$ cat config.mk
export PLATFORM = sky130hd
export DESIGN_NAME = sm_accumulator
export DESIGN_NICKNAME = d
export VERILOG_FILES = /design/src/rtl/sm_pkg.sv /design/src/rtl/sm_add_core.sv /design/src/rtl/sm_accumulator.sv
export SDC_FILE = /design/constraint.sdc
export NUM_CORES = 1
export LEC_CHECK = 0
export CAP_MARGIN = 20
export CORE_MARGIN = 5
export CORE_UTILIZATION = 60
export DETAILED_ROUTE_END_ITERATION = 8
export DONT_BUFFER_PORTS = 1
export GPL_TIMING_DRIVEN = 0
export PLACE_DENSITY_LB_ADDON = 0.12
export SLEW_MARGIN = 25
export SYNTH_ARGS = -nofsm -noshare
export SYNTH_HDL_FRONTEND = slang
export SYNTH_SLANG_ARGS = --single-unit
$ cat constraint.sdc
create_clock -name clk -period 5.2 [get_ports clk]
set_clock_uncertainty 0.15 [all_clocks]
set_input_delay 1.04 -clock clk [delete_from_list [all_inputs] [get_ports clk]]
set_output_delay 1.04 -clock clk [all_outputs]
set_load 0.1 [all_outputs]
$ cat src/rtl/sm_pkg.sv
// sm_pkg: shared state enum, word type and sign-magnitude helpers.
// Width defaults come from `N / `F, set here to 16 / 8 if not predefined.
`ifndef N
`define N 16
`endif
`ifndef F
`define F 8
`endif

package sm_pkg;

  localparam int SM_W    = `N;
  localparam int SM_WMAX = 64;

  typedef enum logic [1:0] {
    IDLE,
    ACC,
    HOLD
  } sm_state_e;

  typedef logic [SM_W-1:0] sm_word_t;

  // All-ones magnitude for an n-bit word (n-1 magnitude bits).
  function automatic logic [SM_WMAX-1:0] sm_mag_max(input int n);
    return (SM_WMAX'(1) << (n - 1)) - SM_WMAX'(1);
  endfunction

  // Zero magnitude always carries a positive sign.
  function automatic logic [SM_WMAX-1:0] sm_norm(
    input logic [SM_WMAX-1:0] w,
    input int                 n
  );
    logic [SM_WMAX-1:0] mag;
    logic [SM_WMAX-1:0] sgn;
    mag = w & sm_mag_max(n);
    sgn = w & (SM_WMAX'(1) << (n - 1));
    return (mag == '0) ? '0 : (mag | sgn);
  endfunction

endpackage

$ cat src/rtl/sm_add_core.sv
// sm_add_core: combinational sign-magnitude adder with overflow flag.
// SM_ACC_SAT_EN defined: clamp magnitude on overflow; else wrap.
module sm_add_core
  import sm_pkg::*;
#(
  parameter int N = `N
) (
  input  logic [N-1:0] a,
  input  logic [N-1:0] b,
  output logic [N-1:0] sum,
  output logic         ovf
);

  localparam int M = N - 1;

  logic [M:0]   mag_s;
  logic [M-1:0] mag_r;
  logic         sign_r;

  // Same signs add magnitudes; mixed signs subtract toward the larger.
  always_comb begin
    mag_s  = '0;
    mag_r  = '0;
    sign_r = a[N-1];
    ovf    = 1'b0;
    if (a[N-1] == b[N-1]) begin
      mag_s = {1'b0, a[M-1:0]} + {1'b0, b[M-1:0]};
      ovf   = mag_s[M];
`ifdef SM_ACC_SAT_EN
      mag_r = ovf ? M'(sm_mag_max(N)) : mag_s[M-1:0];
`else
      mag_r = mag_s[M-1:0];
`endif
    end else if (a[M-1:0] >= b[M-1:0]) begin
      mag_r  = a[M-1:0] - b[M-1:0];
      sign_r = a[N-1];
    end else begin
      mag_r  = b[M-1:0] - a[M-1:0];
      sign_r = b[N-1];
    end
    sum = N'(sm_norm(SM_WMAX'({sign_r, mag_r}), N));
  end

endmodule

$ cat src/rtl/sm_accumulator.sv
// sm_accumulator: streaming sign-magnitude vector summer, IDLE/ACC/HOLD.
// Overflow behaviour of the adder selected by macro SM_ACC_SAT_EN.
module sm_accumulator
  import sm_pkg::*;
#(
  parameter  int N       = `N,
  parameter  int F       = `F,
  parameter  int MAX_LEN = 64,
  localparam int CW      = $clog2(MAX_LEN + 1)
) (
  input  logic          clk,
  input  logic          rst_n,
  input  logic          in_valid,
  output logic          in_ready,
  input  logic [N-1:0]  in_data,
  input  logic          in_last,
  output logic          out_valid,
  input  logic          out_ready,
  output logic [N-1:0]  out_data,
  output logic [CW-1:0] out_cnt,
  output logic          out_ovf,
  output logic          out_trunc
);

  if (F >= N) begin : g_bad_f
    $error("fraction field wider than magnitude");
  end

  sm_state_e     state_q;
  logic [N-1:0]  acc_q;
  logic [CW-1:0] cnt_q;
  logic          ovf_q;
  logic          trunc_q;

  logic [N-1:0]  beat_n;
  logic [N-1:0]  acc_d;
  logic [CW-1:0] cnt_d;
  logic          add_ovf;
  logic          at_max;
  logic          take;

  assign beat_n = N'(sm_norm(SM_WMAX'(in_data), N));

  sm_add_core #(
    .N(N)
  ) u_add (
    .a  (acc_q),
    .b  (beat_n),
    .sum(acc_d),
    .ovf(add_ovf)
  );

  assign cnt_d    = cnt_q + CW'(1);
  assign at_max   = (cnt_d == CW'(MAX_LEN));
  assign in_ready = rst_n && (state_q != HOLD);
  assign take     = in_valid && in_ready;

  assign out_valid = rst_n && (state_q == HOLD);
  assign out_data  = rst_n ? acc_q : '0;
  assign out_cnt   = rst_n ? cnt_q : '0;
  assign out_ovf   = rst_n && ovf_q;
  assign out_trunc = rst_n && trunc_q;

  // Vector FSM: load, accumulate, hold result until consumed.
  always_ff @(posedge clk) begin
    if (!rst_n) begin
      state_q <= IDLE;
      acc_q   <= '0;
      cnt_q   <= '0;
      ovf_q   <= 1'b0;
      trunc_q <= 1'b0;
    end else begin
      unique case (state_q)
        IDLE: begin
          if (take) begin
            acc_q   <= beat_n;
            cnt_q   <= CW'(1);
            ovf_q   <= 1'b0;
            trunc_q <= !in_last && (MAX_LEN == 1);
            state_q <= (in_last || MAX_LEN == 1) ? HOLD : ACC;
          end
        end
        ACC: begin
          if (take) begin
            acc_q   <= acc_d;
            cnt_q   <= cnt_d;
            ovf_q   <= ovf_q | add_ovf;
            trunc_q <= at_max && !in_last;
            if (in_last || at_max) state_q <= HOLD;
          end
        end
        HOLD: begin
          if (out_ready) state_q <= IDLE;
        end
        default: state_q <= IDLE;
      endcase
    end
  end

endmodule
Yosys cells after proc, flatten, opt, wreduce, memory -nomap -nowiden
Index checks and enable logic that the tools add are counted.

operators by class
  muxes and demuxes = 26
  $add $sub $neg = 4
  equal/unequal tests = 9
  magnitude comparators = 1
  bitwise operators = 3
  reduce and logical (&&, ||, !) cells = 14

operators by type and width
  operator                                                               count
  64-bit zero test                                                       2
  16-bit two-way mux                                                     5
  15-bit by 16-bit OR with 16-bit output                                 2
  16-bit one-hot mux with 2 select lines                                 1
  15-bit two-way mux                                                     2
  15-bit subtractor                                                      2
  7-bit two-way mux                                                      3
  15-bit by 15-bit adder with 16-bit output                              1
  15-bit greater-or-equal comparator                                     1
  7-bit one-hot mux with 2 select lines                                  1
  2-bit two-way mux                                                      5
  2-bit != test, second input constant                                   5
  7-bit by 1-bit adder with 7-bit output, second input constant          1
  7-bit equality test, second input constant                             1
  1-bit logical AND                                                      6
  1-bit two-way mux                                                      6
  2-bit one-hot mux with 3 select lines                                  1
  1-bit one-hot mux with 2 select lines                                  2
  4-bit AND reduction                                                    1
  3-bit AND reduction                                                    1
  2-bit by 1-bit equality test with 1-bit output, second input constant  1
  2-bit equality test, second input constant                             1
  2-bit zero test                                                        1
  2-bit nonzero test                                                     1
  4 further kinds                                                        4

storage, ports and cells
  register bits after elaboration = 27
  input port bits = 21

Longest topological paths before layout
Gate-level depths: netlist of the first run.

  depth after elaboration = 9
  mapped depth = 15

Hierarchy
From an unflattened synthesis of the first run, not the netlist that was laid out.

second synthesis, totals
  cells, all modules = 604
  area, all modules = 4236.6 um^2

modules (own cells, without submodules)
  module          area each (um^2)  cells an instance  instances
  sm_add_core     2708.8            414                1
  sm_accumulator  1527.7            190                1

Worst setup path before layout of the first run
Ideal clock, no wire load.

  path kind = input port to flip-flop
  start point = input in_data[4]
  end point = register acc_q[15]
  cell stages on the path = 14
  arrival time = 3749 ps
  setup slack = 1165 ps
  setup time = 137 ps
  data required time = 4913 ps
  path through = clkbuf_1 > ha_1 > buf_6 > and4_4 > a21boi_1 > o31a_1 > o31a_1 > buf_6 > or4_4 > o2111ai_2 > o211ai_2 > nor4b_2 > nor4b_2 > a41oi_1

on the way
  word-level cells in the longest chain between the ends = 9
  elaborated cells on any way between the ends = 18
  classes of those cells = add/sub: 3; order compare: 1; eq/ne: 1; mux: 9; bitwise: 2; reduce/logical: 2

RTL lines
  what                                                                        line                  source
  start, declared                                                             sm_accumulator.sv:15  input logic [N-1:0] in_data,
  64-bit zero test or 15-bit by 16-bit OR with 16-bit output (tied branches)  sm_pkg.sv:37          return (mag == '0) ? '0 : (mag | sgn);
  16-bit two-way mux (*)                                                      sm_pkg.sv:37
  15-bit subtractor (tied with other cells)                                   sm_add_core.sv:38     mag_r = b[M-1:0] - a[M-1:0];
  15-bit two-way mux or 1-bit two-way mux (tied branches)                     sm_add_core.sv:34     end else if (a[M-1:0] >= b[M-1:0]) begin
  15-bit two-way mux or 1-bit two-way mux (tied branches)                     sm_add_core.sv:26     if (a[N-1] == b[N-1]) begin
  64-bit zero test or 15-bit by 16-bit OR with 16-bit output (tied branches)  sm_pkg.sv:37
  16-bit two-way mux                                                          sm_pkg.sv:37
  16-bit two-way mux                                                          sm_accumulator.sv:84  if (take) begin
  16-bit one-hot mux with 2 select lines (*)                                  sm_accumulator.sv:73  unique case (state_q)
  end signal, assigned                                                        sm_accumulator.sv:76  acc_q <= beat_n;
  end, declared                                                               sm_accumulator.sv:30  logic [N-1:0] acc_q;

Every way passes the cells marked *; elsewhere a longest branch is shown, timed or not. The select of a mux whose other input is x is not followed.
A chain may end at the register's enable or synchronous reset.

Final worst setup path of the first run
  start point = input in_data[7]
  end point = register acc_q[12]

on the way
  word-level cells in the longest chain between the ends = 9
  elaborated cells on any way between the ends = 16
  classes of those cells = add/sub: 3; order compare: 1; eq/ne: 1; mux: 7; bitwise: 2; reduce/logical: 2

RTL lines
  what                                                                        line
  64-bit zero test or 15-bit by 16-bit OR with 16-bit output (tied branches)  sm_pkg.sv:37
  16-bit two-way mux (*)                                                      sm_pkg.sv:37
  15-bit subtractor (tied with other cells)                                   sm_add_core.sv:38
  15-bit two-way mux                                                          sm_add_core.sv:34
  15-bit two-way mux                                                          sm_add_core.sv:26
  64-bit zero test or 15-bit by 16-bit OR with 16-bit output (tied branches)  sm_pkg.sv:37
  16-bit two-way mux                                                          sm_pkg.sv:37
  16-bit two-way mux                                                          sm_accumulator.sv:84
  16-bit one-hot mux with 2 select lines (*)                                  sm_accumulator.sv:73

Marked as above.

==> results of run 1 <==
==> how the worst min path moves through the flow <==
stage | endpoint | slack, ps | startpoint | depth (start not counted)
global placement | trunc_q$_SDFFE_PN0P_ | 330 | trunc_q$_SDFFE_PN0P_ | 2
global route | state_q[0]$_SDFFE_PN0P_ | 410 | state_q[1]$_SDFFE_PN0P_ | 1
detailed placement | trunc_q$_SDFFE_PN0P_ | 340 | trunc_q$_SDFFE_PN0P_ | 2
CTS | trunc_q$_SDFFE_PN0P_ | 370 | trunc_q$_SDFFE_PN0P_ | 2
floorplan | state_q[0]$_SDFFE_PN0P_ | 310 | state_q[1]$_SDFFE_PN0P_ | 1
finish | trunc_q$_SDFFE_PN0P_ | 370 | trunc_q$_SDFFE_PN0P_ | 2
==> power groups by stage <==
stage	Clock [mW]	Combinational (mW)	Sequential (mW)
floorplan	0	0.325	0.230
global placement	0	0.403	0.236
detailed placement	0	0.408	0.236
CTS	0.128	0.411	0.231
global route	0.138	0.451	0.233
finish	0.125	0.418	0.232
==> placed cells by master, fill, tap and decap left out, types with 5 or more instances in the layout <==
master / netlist / layout
nor3_1: 21 / 21
xnor2_1: 16 / 16
and2_1: 30 / 30
o21ai_0: 20 / 20
nor2_1: 34 / 34
nand2_1: 37 / 37
o22ai_1: 5 / 5
nor2b_1: 9 / 9
o31ai_1: 5 / 5
and3_1: 6 / 6
nand2b_1: 8 / 8
clkbuf_1: 29 / 29
nand3_1: 11 / 11
ha_1: 53 / 53
mux2i_1: 8 / 8
dfxtp_1: 27 / 27
inv_1: 48 / 48
a21oi_1: 36 / 36
a221oi_1: 7 / 7
a211oi_1: 12 / 12
a21o_1: 10 / 10
==> critical path, delay by kind of cell <==
| family | cells | cell delay, ps |
|---|---|---|
| AOI/OAI and AO/OA | 3 | 830 |
| and+or+nand+nor | 3 | 770 |
| xor gates and xnor gates | 2 | 790 |
| buffers and inverters | 2 | 1050 |
==> flip-flops by register name, indices dropped and copies added (netlist names) <==
register  flops
cnt_q         7
trunc_q       1
acc_q        16
ovf_q         1
state_q       2
==> cell type report <==
type | instances | area [um2] | share of cell area
Tap cell | 77 | 96.3 | 0.0240
Multi-Input combinational cell | 409 | 2960 | 0.735
Clock buffer | 3 | 41.3 | 0.0103
Clock inverter | 1 | 7.51 | 0.00187
Sequential cell | 27 | 541 | 0.134
Buffer | 42 | 200 | 0.0498
Inverter | 48 | 180 | 0.0448
==> logic make-up after synthesis <==
family,count (synthesis)
compound gates,144
buf+inv,90
mux,11
flops,27
xor+xnor,20
fa+ha+maj,56
simple gates,178
==> metal layers <==
layer | GRT usage | share of wire | wire, um | vias to the layer above
li1 | - | - | - | 1857
met1 | 0.380 | 0.45 | 5280 | 1842
met2 | 0.450 | 0.46 | 5350 | 137
met3 | 0.0275 | 0.066 | 766 | 18
met4 | 0.0868 | 0.023 | 267 | 0
met5 | 0 | 0 | 0 | -
==> flow_summary_export.csv, run 1 <==
group,metric,value,unit
status,status,"complete, no violations",
setup_path,cp-start-kind,"input port",
setup_path,crit_path_frequent_cell,"clkbuf_1",
power_and_ir_drop,power_frac_comb,0.539,
worst_hold_path,hold_class,"reg -> reg",
routing,wl_per_cell,19.2,um
setup_path,crit_chain,"nor4_1 -> a41oi_1 -> xnor2_1 -> clkbuf_1 -> clkbuf_1 -> nand2_1 -> o31ai_2 -> xor2_1 -> nor2_1 -> o31a_1",
power_and_ir_drop,p_per_area,193,nW/um2
logic_synthesis,syn-num-nets,603,
logic_synthesis,synth-edff-count,0,
grt,grt_pass1_vias,3677,
clocking,cts_max_level,1,
setup_path,critical_path_required,5240,ps
power_and_ir_drop,power.switching,0.359,mW
setup_path,crit_arrival,4490,ps
placed_design,dp_hpwl,9.42,mm
logic_synthesis,yosys.area_share.simple,0.242,
setup_path,cp_max_fo,10,
floorplan,coreArea,6310,um2
timing,setup_violations,0,
logic_synthesis,synth_top_area_share,0.171,
power_and_ir_drop,max-vdd-ir-drop,189,uV
timing,fmax,0.224,GHz
logic_synthesis,synth_top_family_by_area,"compound AO/OA/AOI/OAI gates",
floorplan,start_util,0.614,
logic_synthesis,synth_cell_type_count,68,
power_and_ir_drop,power_frac_seq,0.299,
timing,max-slew-margin-rel,0.337,
logic_synthesis,synthFlopType,"dfxtp_1",
layout,fin_cells,607,
grt,grt_max_degree,17,
placed_design,dp_slack,479,ps
power_and_ir_drop,sw_frac_of_total,0.463,
clocking,cts_buffers,3,
timing,finalHoldViolations,0,
setup_path,reg2reg_to,"acc_q[12]$_SDFFE_PN0P_",
setup_path,cpMaxStageDelayCell,"nor4_1",
placed_design,dpl_cell_area,3970,um2
layout,fin_area,4020,um2
logic_synthesis,avgSynthCellArea,7.37,um2
setup_path,cp_slowest_stage_delay,540,ps
layout,diodes,0,
logic_synthesis,async_flop_share,0,
logic_synthesis,synthTopCellsByArea,"ha_1, dfxtp_1, and2_1, a21oi_1, inv_1",
setup_path,r2r-start,"acc_q[4]$_SDFFE_PN0P_",
clocking,cts.sinks,27,
routing,num_vias,3854,
routing,first_pass_iters,4,
floorplan,die_w,90.4,um
layout,areaGrowthSynthToFinish,3.78,%
placed_design,io_buffers,0,
logic_synthesis,synth_cells,526,
layout,n_fill_cell,612,
floorplan,die_area,8170,um2
power_and_ir_drop,clkPwrFrac,0.162,
setup_path,endpoint,"acc_q[12]$_SDFFE_PN0P_",
clocking,postCtsSetupBuffers,0,
placed_design,dpl.cell_count,603,
routing,final_antenna_net_count,0,
routing,drc,0,
timing,worst_slew_pin_slew,995,ps
grt,grt_pass1_wl,18.7,mm
logic_synthesis,synth_commonest_cells,"ha_1, inv_1, nand2_1",
routing,wl,11.7,mm
clocking,cts_root_buf,"clkbuf_8",
grt,grt_usage,0.276,
grt,grt_overflow_total,0,
timing,period_minus_slack,4460,ps
timing,min_period_over_period,0.857,
power_and_ir_drop,total_power,0.776,mW
placed_design,globalplace.congestion,0.908,
layout,nNetsFinal,608,
timing,rsz0062_at_grt,"no",
floorplan,fp.dieH,90.4,um
setup_path,reg2reg_slack,1250,ps
timing,fin_ws,744,ps
logic_synthesis,synthAdderAreaFrac,0.187,
clocking,cts_tree,"done",
clocking,postCtsHoldBufs,0,
layout,final_util,0.637,
timing,final.setup.tns,0,ps
logic_synthesis,synthesis.area,3870,um2
power_and_ir_drop,leakage,1.74,nW
setup_path,worstSetupPathType,"in -> reg",
grt,antenna_found_initial,0,
setup_path,crit_path_start,"in_data[7]",
logic_synthesis,synth_top_area_cell,"ha_1",
routing,viasPerCell,6.35,
layout,drive_gt1_frac,0.0623,
run,maxCapViolCount,0,
logic_synthesis,yosys_register_bits,27,
setup_path,reg2reg_depth,14,
routing,drtIter0Drc,322,
clocking,clkSlewWorstSetupHoldPaths,100,ps
clocking,cts_buffer_depth,2,
floorplan,io_pins,48,
logic_synthesis,synthXorXnorAreaFrac,0.0452,
logic_synthesis,synth-compound-area-share,0.260,
timing,holdWs,367,ps
logic_synthesis,yosysMostFrequentCell,"ha_1",
power_and_ir_drop,internal_power,0.417,mW
timing,finalMaxSlewViolations,0,
floorplan,rows,29,
logic_synthesis,yosys_warnings,0,
clocking,cts_resized,0,
logic_synthesis,ys_seq_area_frac,0.139,
setup_path,end_kind,"flip-flop",
logic_synthesis,synth_mux_area_frac,0.0294,
clocking,clk_latency,290,ps
No activity file was read; power rests on OpenSTA's default activity.
==> inputs of run 2 (changes only) <==
- CORE_ASPECT_RATIO: default -> 1.75
- GPL_TIMING_DRIVEN: 0 -> default
- MAX_ROUTING_LAYER: default -> met4
==> run 2 against run 1 <==
Register-to-register slack got worse by 150 ps; sequential share of layout area is 0.44 points higher; critical endpoint is now acc_q[15]$_SDFFE_PN0P_; sequential power hardly changed; cell area decreased by 3.2%; worst setup slack better by 70 ps; via count fell by 2.3%.
==> flow_summary_export.csv, run 2 (synthesis gave the netlist of run 1 again) <==
group,metric,value,unit
layout,diodes,0,
clocking,clk_latency,310,ps
grt,grtUsageMet1,0.329,
routing,viasPerCell,6.54,
routing,final_antenna_net_count,0,
floorplan,die_w,70.8,um
clocking,cts_resized,0,
placed_design,io_buffers,0,
timing,period_minus_slack,4390,ps
layout,final_cell_mix,"ha_1, inv_1, nand2_1, a21oi_1, nor2_1",
placed_design,dp_hpwl,9.85,mm
setup_path,reg2reg_slack,1100,ps
setup_path,worstSetupPathType,"in -> reg",
grt,grt_overflow_total,0,
layout,final_common_cell,"ha_1",
power_and_ir_drop,p_per_area,200,nW/um2
worst_hold_path,hold_start,"state_q[1]$_SDFFE_PN0P_",
setup_path,cp_max_fo,15,
routing,drtIter0Drc,287,
setup_path,end_kind,"flip-flop",
setup_path,crit_arrival,4480,ps
setup_path,r2r-start,"acc_q[5]$_SDFFE_PN0P_",
floorplan,coreArea,6230,um2
setup_path,cp-start-kind,"input port",
floorplan,rows,38,
clocking,postCtsSetupBuffers,0,
power_and_ir_drop,total_power,0.779,mW
worst_hold_path,hold_class,"reg -> reg",
grt,grt_pass1_vias,3718,
clocking,cts_tree,"done",
clocking,cts_root_buf,"clkbuf_8",
grt,grtUsageMet3,0.0362,
timing,fmax,0.228,GHz
clocking,cts_buffer_depth,2,
grt,grt_pass1_wl,19.6,mm
floorplan,start_util,0.622,
routing,num_vias,3767,
floorplan,io_pins,48,
status,status,"complete, no violations",
power_and_ir_drop,max-vdd-ir-drop,142,uV
run,maxCapViolCount,0,
grt,use_met2,0.577,
routing,first_pass_iters,5,
timing,min_period_over_period,0.844,
worst_hold_path,whs_path_depth,1,
layout,drive_gt1_frac,0.0645,
setup_path,reg2reg_depth,12,
timing,worst_slew_pin_slew,1050,ps
timing,fin_ws,814,ps
timing,max-slew-margin-rel,0.301,
clocking,cts.sinks,27,
power_and_ir_drop,leakage,1.70,nW
clocking,postCtsHoldBufs,0,
timing,rsz0062_at_grt,"no",
clocking,clkSlewWorstSetupHoldPaths,130,ps
timing,final.setup.tns,0,ps
clocking,cts_buffers,3,
routing,drc,0,
placed_design,globalplace.congestion,1.00,
floorplan,die_area,8230,um2
grt,grt_max_degree,50,
timing,holdWs,372,ps
worst_hold_path,min_to,"state_q[0]$_SDFFE_PN0P_",
layout,n_fill_cell,613,
layout,areaGrowthSynthToFinish,0.484,%
layout,regMostFlops,"acc_q",
floorplan,fp.dieH,116,um
timing,finalHoldViolations,0,
grt,antenna_found_initial,0,
routing,wl_per_cell,21.7,um
layout,nNetsFinal,574,
layout,largest_reg_flops,16,
setup_path,critical_path_required,5290,ps
timing,finalMaxSlewViolations,0,
clocking,cts_max_level,1,
layout,top_regs,"acc_q (16), cnt_q (7), state_q (2)",
grt,busiest_layer,"met2",
setup_path,reg2reg_to,"acc_q[12]$_SDFFE_PN0P_",
timing,setup_violations,0,
grt,grt_usage,0.319,
placed_design,dp_slack,649,ps
routing,wl,12.5,mm
-- run 2: cell count changes in the layout (fill, tap and decap cells not counted), moves of 2 or more --
cell and change:
clkbuf_1 -29, buf_2 -4, buf_4 +4, buf_6 -3
buf_1 -2
-- run 2: worst max path at each step --
stage,endpoint,cells past startpoint,start
6_report,acc_q[15]$_SDFFE_PN0P_,10,in_data[3]
5_1_grt,acc_q[12]$_SDFFE_PN0P_,11,in_data[8]
4_1_cts,acc_q[12]$_SDFFE_PN0P_,12,in_data[7]
3_5_place_dp,acc_q[12]$_SDFFE_PN0P_,12,in_data[10]
3_3_place_gp,acc_q[12]$_SDFFE_PN0P_,12,in_data[12]
2_1_floorplan,acc_q[15]$_SDFFE_PN0P_,14,in_data[4]
-- run 2: final cells by class --
type	count	area, um2	share of cell area
Clock buffer	3	41.3	0.0106
Clock inverter	1	7.51	0.00193
Inverter	48	180	0.0463
Multi-Input combinational cell	409	2960	0.761
Sequential cell	27	541	0.139
Tap cell	80	100	0.0257
Timing Repair Buffer	8	60.1	0.0154
-- run 2: metal layers --
metal	routed length, um	up-vias
met1	4540	1786
li1	-	1787
met4	806	0
met5	0	-
met3	574	50
met2	6560	144
-- run 2: per-stage QoR --
step                      cell area, um2  cells  utilization
after floorplan                     3870    526            -
final                               3890    576        0.625
after detailed placement            3840    572        0.617
after CTS                           3890    576        0.625
after global placement              3840    572        0.617
after global routing                3890    576        0.625
-- run 2: report_power, final --
part / internal, mW / switching, mW / total [mW]
logic: 0.141 / 0.261 / 0.402
registers: 0.217 / 0.0161 / 0.233
clock network: 0.0551 / 0.0891 / 0.144
-- run 2: worst max-delay path, cell delays in order --
cell	delay (ps)
nor4_1	650
a41oi_1	460
xnor2_2	850
buf_4	280
a211oi_1	50
a211oi_1	450
nor2_1	120
nor4b_2	180
nor4b_2	170
a41oi_1	220
==> inputs of run 3 (changes only) <==
- clock period: 5.2 -> 4.4 ns (I/O delays scaled with it)
==> run 3 against run 2 <==
Worst setup slack worse by 350 ps; die area did not move; largest power group unchanged; sequential share of layout area decreased by 0.50 points; register-to-register slack lost 610 ps; wire length hardly changed; critical path type unchanged; clock power grew 9.7%.
==> flow_summary_export.csv, run 3 (synthesis gave the netlist of run 1 again) <==
group,metric,value,unit
layout,largest_reg_flops,16,
setup_path,cp_max_fo,6,
routing,wl,12.5,mm
grt,grtUsageMet1,0.316,
placed_design,globalplace.congestion,1.05,
timing,worst_slew_pin_slew,1000,ps
power_and_ir_drop,sw_frac_of_total,0.456,
grt,grt_max_degree,50,
routing,viasPerCell,6.52,
floorplan,fp.dieH,116,um
clocking,clk_latency,290,ps
routing,drc,0,
worst_hold_path,whs_path_depth,2,
setup_path,crit_cells,13,
clocking,cts.sinks,27,
setup_path,crit_family,"compound AO/OA/AOI/OAI gates",
power_and_ir_drop,clkPwrFrac,0.168,
timing,rsz0062_at_grt,"no",
clocking,cts_max_level,1,
timing,finalMaxSlewViolations,0,
timing,period_minus_slack,3940,ps
setup_path,reg2reg_to,"acc_q[12]$_SDFFE_PN0P_",
grt,grt_pass1_vias,3883,
layout,drive_gt1_frac,0.0953,
layout,final_util,0.649,
layout,final_common_cell,"ha_1",
setup_path,path_buf_inv,2,
setup_path,crit_arrival,3970,ps
power_and_ir_drop,power.switching,0.430,mW
clocking,cts_tree,"done",
grt,antenna_found_initial,0,
grt,grt_pass1_wl,19.9,mm
placed_design,dp_hpwl,10.2,mm
setup_path,r2r-start,"acc_q[4]$_SDFFE_PN0P_",
floorplan,rows,38,
timing,setup_violations,0,
clocking,postCtsSetupBuffers,0,
layout,final_cell_mix,"ha_1, inv_1, nand2_1, a21oi_1, nor2_1",
layout,nNetsFinal,592,
clocking,cts_buffers,3,
grt,use_met2,0.572,
setup_path,endpoint,"acc_q[12]$_SDFFE_PN0P_",
routing,wl_per_cell,21.0,um
setup_path,cp-start-kind,"input port",
routing,first_pass_iters,5,
setup_path,worstSetupPathType,"in -> reg",
timing,finalHoldViolations,0,
timing,max-slew-margin-rel,0.330,
setup_path,end_kind,"flip-flop",
setup_path,crit_path_start,"in_data[2]",
floorplan,start_util,0.622,
power_and_ir_drop,total_power,0.941,mW
setup_path,cpMaxStageDelayCell,"o31ai_1",
power_and_ir_drop,power_frac_comb,0.540,
setup_path,critical_path_required,4430,ps
power_and_ir_drop,power_frac_seq,0.291,
clocking,cts_resized,0,
placed_design,io_buffers,0,
layout,areaGrowthSynthToFinish,4.26,%
run,maxCapViolCount,0,
power_and_ir_drop,p_per_area,233,nW/um2
layout,regMostFlops,"acc_q",
timing,fmax,0.254,GHz
setup_path,crit_chain,"inv_1 -> ha_1 -> a21oi_1 -> a21boi_1 -> o31a_1 -> o31ai_1 -> buf_4 -> a211oi_1 -> a311oi_1 -> o31ai_2 -> xor2_1 -> nor2_1 -> o31a_1",
setup_path,crit_path_frequent_cell,"o31a_1",
setup_path,cp_slowest_stage_delay,500,ps
power_and_ir_drop,leakage,1.79,nW
routing,num_vias,3872,
clocking,cts_root_buf,"clkbuf_8",
timing,min_period_over_period,0.894,
floorplan,io_pins,48,
floorplan,die_w,70.8,um
grt,busiest_layer,"met2",
clocking,postCtsHoldBufs,0,
power_and_ir_drop,max-vdd-ir-drop,239,uV
routing,final_antenna_net_count,0,
layout,diodes,0,
setup_path,reg2reg_slack,490,ps
grt,grt_overflow_total,0,
layout,top_regs,"acc_q (16), cnt_q (7), state_q (2)",
setup_path,reg2reg_depth,13,
worst_hold_path,hold_class,"reg -> reg",
clocking,cts_buffer_depth,2,
grt,grt_usage,0.317,
power_and_ir_drop,internal_power,0.511,mW
grt,grtUsageMet3,0.0379,
clocking,clkSlewWorstSetupHoldPaths,110,ps
floorplan,coreArea,6230,um2
routing,drtIter0Drc,265,
floorplan,die_area,8230,um2
status,status,"complete, no violations",
timing,final.setup.tns,0,ps
-- run 3: per-layer routing --
layer  share of wire  routed length [um]
met1            0.36                4440
met2            0.52                6520
met3           0.044                 549
met4           0.078                 974
met5               0                   0
-- run 3: metrics by stage --
step	hold WS [ps]	cells	area [um2]	worst slack, ps
finish	377	594	4040	465
global route	414	594	4040	256
CTS	374	594	4040	543
detailed placement	359	590	3990	263
global placement	336	590	3990	263
floorplan	313	526	3870	525
-- run 3: power by group through the flow --
stage,combinational [mW],clock (mW),sequential [mW]
2_1_floorplan,0.384,0,0.272
3_3_place_gp,0.498,0,0.279
3_5_place_dp,0.498,0,0.280
4_1_cts,0.501,0.160,0.274
5_1_grt,0.550,0.168,0.276
6_report,0.509,0.158,0.274
-- run 3: layout make-up --
cell class / instances / area [um2]
inverter: 48 / 180
clock buffer: 3 / 41.3
timing repair buffer: 26 / 208
multi-input combinational: 409 / 2960
tap: 80 / 100
sequential: 27 / 541
fill: 607 / 2190
clock inverter: 1 / 8.76
-- run 3: worst register-to-register path, stage by stage (launching register included) --
cell and delay (ps):
dfxtp_1 440, inv_1 100, ha_1 430, and4_4 250, a21boi_1 130, o31a_1 290, o31ai_1 510, buf_4 230
a211oi_1 90, a311oi_1 460, o31ai_2 100, xor2_1 220, nor2_1 80, o31a_1 310
-- run 3: worst min path at each step --
stage | from | end
6_report | cnt_q[5]$_SDFFE_PN0P_ | cnt_q[5]$_SDFFE_PN0P_
5_1_grt | state_q[1]$_SDFFE_PN0P_ | state_q[0]$_SDFFE_PN0P_
4_1_cts | cnt_q[5]$_SDFFE_PN0P_ | cnt_q[5]$_SDFFE_PN0P_
3_5_place_dp | cnt_q[5]$_SDFFE_PN0P_ | cnt_q[5]$_SDFFE_PN0P_
3_3_place_gp | trunc_q$_SDFFE_PN0P_ | trunc_q$_SDFFE_PN0P_
2_1_floorplan | state_q[1]$_SDFFE_PN0P_ | state_q[0]$_SDFFE_PN0P_
